File: src/rtl/fetch_stage_if.sv
// Signal bundle between the MIPS fetch stage and its surroundings:
// instruction memory port, hazard/redirect controls and the IF/ID register outputs.
interface fetch_stage_if;
    logic [31:0] im_pc;
    logic [31:0] im_code;
    logic        stall;
    logic        redirect_valid;
    logic [31:0] redirect_target;
    logic [31:0] if_id_pc;
    logic [31:0] if_id_pc4;
    logic [31:0] if_id_code;
    logic        if_id_valid;
    logic        adr_err;
    logic [31:0] fetch_count;

    // Handshake: redirect_valid and stall are single-cycle qualifiers with no
    // ready; the fetch stage accepts them on every rising edge they are high.
    modport master (
        output im_pc,
        input  im_code,
        input  stall,
        input  redirect_valid,
        input  redirect_target,
        output if_id_pc,
        output if_id_pc4,
        output if_id_code,
        output if_id_valid,
        output adr_err,
        output fetch_count
    );

    modport slave (
        input  im_pc,
        output im_code,
        output stall,
        output redirect_valid,
        output redirect_target,
        input  if_id_pc,
        input  if_id_pc4,
        input  if_id_code,
        input  if_id_valid,
        input  adr_err,
        input  fetch_count
    );
endinterface

File: src/rtl/fetch_stage.sv
// MIPS instruction-fetch stage: PC register, IF/ID pipeline register, stall and
// redirect handling with optional branch-delay slot, sticky misalignment flag.
module fetch_stage #(
    parameter logic [31:0] RESET_PC   = 32'h0000_0000,
    parameter bit          DELAY_SLOT = 1'b1,
    parameter logic [31:0] NOP_CODE   = 32'h0000_0000
) (
    input logic          clk,
    input logic          rst,
    fetch_stage_if.master bus
);

    logic [31:0] pc_q,         pc_d;
    logic [31:0] ifid_pc_q,    ifid_pc_d;
    logic [31:0] ifid_pc4_q,   ifid_pc4_d;
    logic [31:0] ifid_code_q,  ifid_code_d;
    logic        ifid_valid_q, ifid_valid_d;
    logic        adr_err_q,    adr_err_d;
    logic [31:0] count_q,      count_d;
    logic [31:0] pc_plus4;

    assign pc_plus4 = pc_q + 32'd4;

    // Priority: redirect beats stall beats normal advance; reset is applied in the register.
    always_comb begin
        pc_d         = pc_q;
        ifid_pc_d    = ifid_pc_q;
        ifid_pc4_d   = ifid_pc4_q;
        ifid_code_d  = ifid_code_q;
        ifid_valid_d = ifid_valid_q;
        count_d      = count_q;
        adr_err_d    = adr_err_q;

        if (bus.redirect_valid) begin
            pc_d       = {bus.redirect_target[31:2], 2'b00};
            ifid_pc_d  = pc_q;
            ifid_pc4_d = pc_plus4;
            if (bus.redirect_target[1:0] != 2'b00) begin
                adr_err_d = 1'b1;
            end
            if (DELAY_SLOT) begin
                ifid_code_d  = bus.im_code;
                ifid_valid_d = 1'b1;
                count_d      = count_q + 32'd1;
            end else begin
                ifid_code_d  = NOP_CODE;
                ifid_valid_d = 1'b0;
            end
        end else if (!bus.stall) begin
            pc_d         = pc_plus4;
            ifid_pc_d    = pc_q;
            ifid_pc4_d   = pc_plus4;
            ifid_code_d  = bus.im_code;
            ifid_valid_d = 1'b1;
            count_d      = count_q + 32'd1;
        end
    end

    always_ff @(posedge clk) begin
        if (rst) begin
            pc_q         <= RESET_PC;
            ifid_pc_q    <= 32'h0000_0000;
            ifid_pc4_q   <= 32'h0000_0000;
            ifid_code_q  <= NOP_CODE;
            ifid_valid_q <= 1'b0;
            adr_err_q    <= 1'b0;
            count_q      <= 32'h0000_0000;
        end else begin
            pc_q         <= pc_d;
            ifid_pc_q    <= ifid_pc_d;
            ifid_pc4_q   <= ifid_pc4_d;
            ifid_code_q  <= ifid_code_d;
            ifid_valid_q <= ifid_valid_d;
            adr_err_q    <= adr_err_d;
            count_q      <= count_d;
        end
    end

    assign bus.im_pc       = pc_q;
    assign bus.if_id_pc    = ifid_pc_q;
    assign bus.if_id_pc4   = ifid_pc4_q;
    assign bus.if_id_code  = ifid_code_q;
    assign bus.if_id_valid = ifid_valid_q;
    assign bus.adr_err     = adr_err_q;
    assign bus.fetch_count = count_q;

endmodule

File: src/flat_wrapper.sv
// flat-port wrapper written by rule: the top's interface ports become plain ports
module fetch_stage_flat 
#(
    parameter logic [31:0] RESET_PC   = 32'h0000_0000,
    parameter bit          DELAY_SLOT = 1'b1,
    parameter logic [31:0] NOP_CODE   = 32'h0000_0000
)
  (clk, rst, bus_im_pc, bus_im_code, bus_stall, bus_redirect_valid, bus_redirect_target, bus_if_id_pc, bus_if_id_pc4, bus_if_id_code, bus_if_id_valid, bus_adr_err, bus_fetch_count);
  fetch_stage_if bus_i ();
  input logic clk;
  input logic rst;
  output wire logic [$bits(bus_i.im_pc)-1:0] bus_im_pc;
  input wire logic [$bits(bus_i.im_code)-1:0] bus_im_code;
  input wire logic [$bits(bus_i.stall)-1:0] bus_stall;
  input wire logic [$bits(bus_i.redirect_valid)-1:0] bus_redirect_valid;
  input wire logic [$bits(bus_i.redirect_target)-1:0] bus_redirect_target;
  output wire logic [$bits(bus_i.if_id_pc)-1:0] bus_if_id_pc;
  output wire logic [$bits(bus_i.if_id_pc4)-1:0] bus_if_id_pc4;
  output wire logic [$bits(bus_i.if_id_code)-1:0] bus_if_id_code;
  output wire logic [$bits(bus_i.if_id_valid)-1:0] bus_if_id_valid;
  output wire logic [$bits(bus_i.adr_err)-1:0] bus_adr_err;
  output wire logic [$bits(bus_i.fetch_count)-1:0] bus_fetch_count;
  assign bus_im_pc = bus_i.im_pc;
  assign bus_i.im_code = bus_im_code;
  assign bus_i.stall = bus_stall;
  assign bus_i.redirect_valid = bus_redirect_valid;
  assign bus_i.redirect_target = bus_redirect_target;
  assign bus_if_id_pc = bus_i.if_id_pc;
  assign bus_if_id_pc4 = bus_i.if_id_pc4;
  assign bus_if_id_code = bus_i.if_id_code;
  assign bus_if_id_valid = bus_i.if_id_valid;
  assign bus_adr_err = bus_i.adr_err;
  assign bus_fetch_count = bus_i.fetch_count;
  fetch_stage #(.RESET_PC(RESET_PC), .DELAY_SLOT(DELAY_SLOT), .NOP_CODE(NOP_CODE)) u_core (.clk(clk), .rst(rst), .bus(bus_i));
endmodule
File: config.mk
export PLATFORM = sky130hd
export DESIGN_NAME = fetch_stage_flat
export DESIGN_NICKNAME = d
export VERILOG_FILES = /design/src/rtl/fetch_stage_if.sv /design/src/rtl/fetch_stage.sv /design/src/flat_wrapper.sv
export SDC_FILE = /design/constraint.sdc
export NUM_CORES = 1
export LEC_CHECK = 0
export ABC_AREA = 1
export CORE_ASPECT_RATIO = 0.9
export CORE_MARGIN = 1
export CORE_UTILIZATION = 51
export DETAILED_ROUTE_END_ITERATION = 8
export PLACE_DENSITY_LB_ADDON = 0.08
export SYNTH_ARGS = -nofsm -noshare
export SYNTH_HDL_FRONTEND = slang
export SYNTH_SLANG_ARGS = --single-unit
File: constraint.sdc
create_clock -name clk -period 2.57 [get_ports clk]
set_input_delay 0.514 -clock clk [delete_from_list [all_inputs] [get_ports clk]]
set_output_delay 0.514 -clock clk [all_outputs]
set_load 0.02 [all_outputs]
==> results.yml <==
timing:
  final.setup_skew_ns: 0.0104
  timing.fmax_ghz: 0.476
  drv_slew: 0
  timing.hold.ws_ns: 0.476
  rsz0062_at_grt: "false"
  finalSetupTns_ns: 0
  setup_viol: 0
  finalCritPeriodShare_pct: 81.8
  hold_violations: 0
  fin_crit_ns: 2.10
logic_synthesis:
  netlist_instances: 1044
  dominantRegCellSynth: "dfxtp_1"
  ys_seq_area_share_pct: 42.9
  synthTopCellsByArea: "dfxtp_1 (43%), nand2_1 (9.9%), nor2_1 (9.8%), o21ai_0 (7.8%), inv_1 (5.9%)"
  synth_top_cell_area_share_pct: 42.9
  syn_avg_cell_area_um2: 6.98
  synthTopCellsByCount: "nand2_1 (193), nor2_1 (190), dfxtp_1 (156)"
  synth.most_common_cell: "nand2_1"
  async_flop_share_pct: 0
  yosysUniqueCellTypes: 44
  yosysWarnings: 0
  synth.largest_area_cell: "dfxtp_1"
  syn_area_um2: 7280
  synth_seq_cells: 156
  synth-edff-count: 0
routing:
  drt-initial-drc-count: 560
  drc: 0
  ant_nets: 0
  dr.pass1.iters: 7
  via_per_inst: 5.10
  dr_total_vias: 7445
  routed_wl_mm: 20.9
  avgRoutedWirePerCell_um: 14.3
hold_path:
  min_path_type: "reg2reg"
grt:
  grt_pass1_wl_mm: 33.2
  grt_use_total_pct: 28.3
  grt_max_degree: 90
  antenna_found_initial: 0
  grt_pass1_vias: 6601
  grt_overflow_total: 0
clocking:
  ctsHtreeMaxLevel: 4
  cts_hold_buf: 0
  cts_buffers: 17
  cts_buffer_depth: 2
  post_cts_buffers: 0
  cts_resized: 0
  cts_sinks: 156
  path_clk_slew_ns: 0.06
  cts_tree: "built"
  clk_latency_ns: 0.42
  cts_root_buf: "clkbuf_16"
critical_path:
  crit_path_end_kind: "primary output"
  crit_path_top_delay_cell: "clkdlybuf4s50_1"
  worstPathArrival_ns: 1.59
  critPathBufInv: 1
  path_max_fanout: 7
  cp_data_required_time_ns: 2.06
  crit_family: "buffers and inverters"
  worstPathCellList: "clkdlybuf4s50_1"
  cpPeakStageDelay_ns: 0.68
  startpoint_type: "register"
  crit_type: "reg2out"
placement:
  port_buffers: 223
  dp_hpwl_mm: 14.3
  place_area_um2: 9690
  gp_congestion: 0.879
floorplanning:
  die_h_um: 115
  core-area_um2: 14000
  die_area_um2: 14800
  initial_core_util_pct: 52.0
  die_w_um: 128
  num_rows: 41
  ios: 230
final_layout:
  layout-drive-gt1-share_pct: 6.64
  diodes: 0
  final_cell_area_um2: 10300
  nets: 1323
  area_growth_pct: 41.0
pwr:
  power.density_nw_per_um2: 601
  cellLeakagePower_nw: 4.27
  vdd_drop_max_mv: 0.441
outcome:
  run_status: "finished, final reports clean"
run:
  cap_violations: 0
==> logic make-up after synthesis <==
logic type	synth area share, %
buffers and inverters	9.46
flip-flops	42.9
XOR/XNOR	2.59
adder cells (fa/ha/maj)	0.343
AO/OA/AOI/OAI	15.6
AND/OR/NAND/NOR	29.1
other	0.0515
==> flip-flops by register name (all words and copies together) (netlist names) <==
| signal | count |
|---|---|
| u_core.bus.adr_err | 1 |
| u_core.bus.fetch_count | 32 |
| u_core.bus.if_id_code | 32 |
| u_core.bus.if_id_pc | 30 |
| u_core.bus.if_id_pc4 | 30 |
| u_core.bus.if_id_valid | 1 |
| u_core.bus.im_pc | 30 |
==> where the power goes <==
part	leakage (nW)	total [mW]	switching, mW	internal [mW]
Clock	0.274	2.49	1.01	1.49
Sequential	1.29	2.67	0.112	2.56
Combinational	2.71	1.00	0.536	0.467
Total	4.27	6.17	1.65	4.51
==> metrics by stage <==
step	power [mW]	util [%]	worst slack, ns	cells
2_1_floorplan	3.23	-	0.917	1049
3_3_place_gp	3.71	69.2	0.372	1427
3_5_place_dp	3.72	69.2	0.335	1427
4_1_cts	6.20	73.3	0.461	1459
5_1_grt	6.40	73.3	0.409	1459
6_report	6.17	73.3	0.468	1459
==> layout by cell type (no fill, tap or decap), types with 6 or more instances in the layout <==
cell type / Yosys / routed
clkdlybuf4s50_1: 0 / 223
o21ai_0: 113 / 113
xor2_1: 12 / 12
nand2_2: 8 / 8
inv_1: 114 / 114
nor2_4: 5 / 6
buf_4: 8 / 10
nand3_1: 60 / 60
nor2_2: 7 / 7
a21oi_1: 49 / 49
nor2_1: 190 / 189
nor3_1: 10 / 10
a31oi_1: 9 / 9
clkbuf_16: 0 / 17
conb_1: 1 / 6
o21bai_1: 13 / 13
nand2_1: 193 / 193
dfxtp_1: 156 / 156
==> area by class of cell <==
| type | count | area, um^2 |
|---|---|---|
| clock buffer | 23 | 468 |
| clock inverter | 9 | 114 |
| fill | 1150 | 3730 |
| inverter | 116 | 439 |
| multi-input combinational | 725 | 3500 |
| sequential | 156 | 3120 |
| tap | 193 | 241 |
| timing repair buffer | 237 | 2390 |
==> per-layer routing <==
| metal | part of all wire [%] | GRT usage (%) | wire [um] | vias up |
|---|---|---|---|---|
| met4 | 1.3 | 7.61 | 274 | 0 |
| met5 | 0 | 0 | 0 | - |
| met3 | 7.9 | 7.35 | 1650 | 26 |
| li1 | - | - | - | 3744 |
| met2 | 45 | 44.9 | 9410 | 275 |
| met1 | 46 | 38.3 | 9540 | 3400 |
==> worst paths after layout <==
check	startpoint	end	slack [ns]	cells past startpoint
hold / removal	u_core.bus.if_id_pc4[2]	u_core.bus.if_id_pc4[2]	0.48	2
setup reg to reg	u_core.bus.im_pc[3]	u_core.bus.if_id_pc4[20]	0.76	10
setup / recovery	u_core.bus.im_pc[4]	bus_im_pc[4]	0.47	1
hold reg to reg	u_core.bus.if_id_pc4[2]	u_core.bus.if_id_pc4[2]	0.48	2
Note: power is estimated with default switching activity, not from simulation.
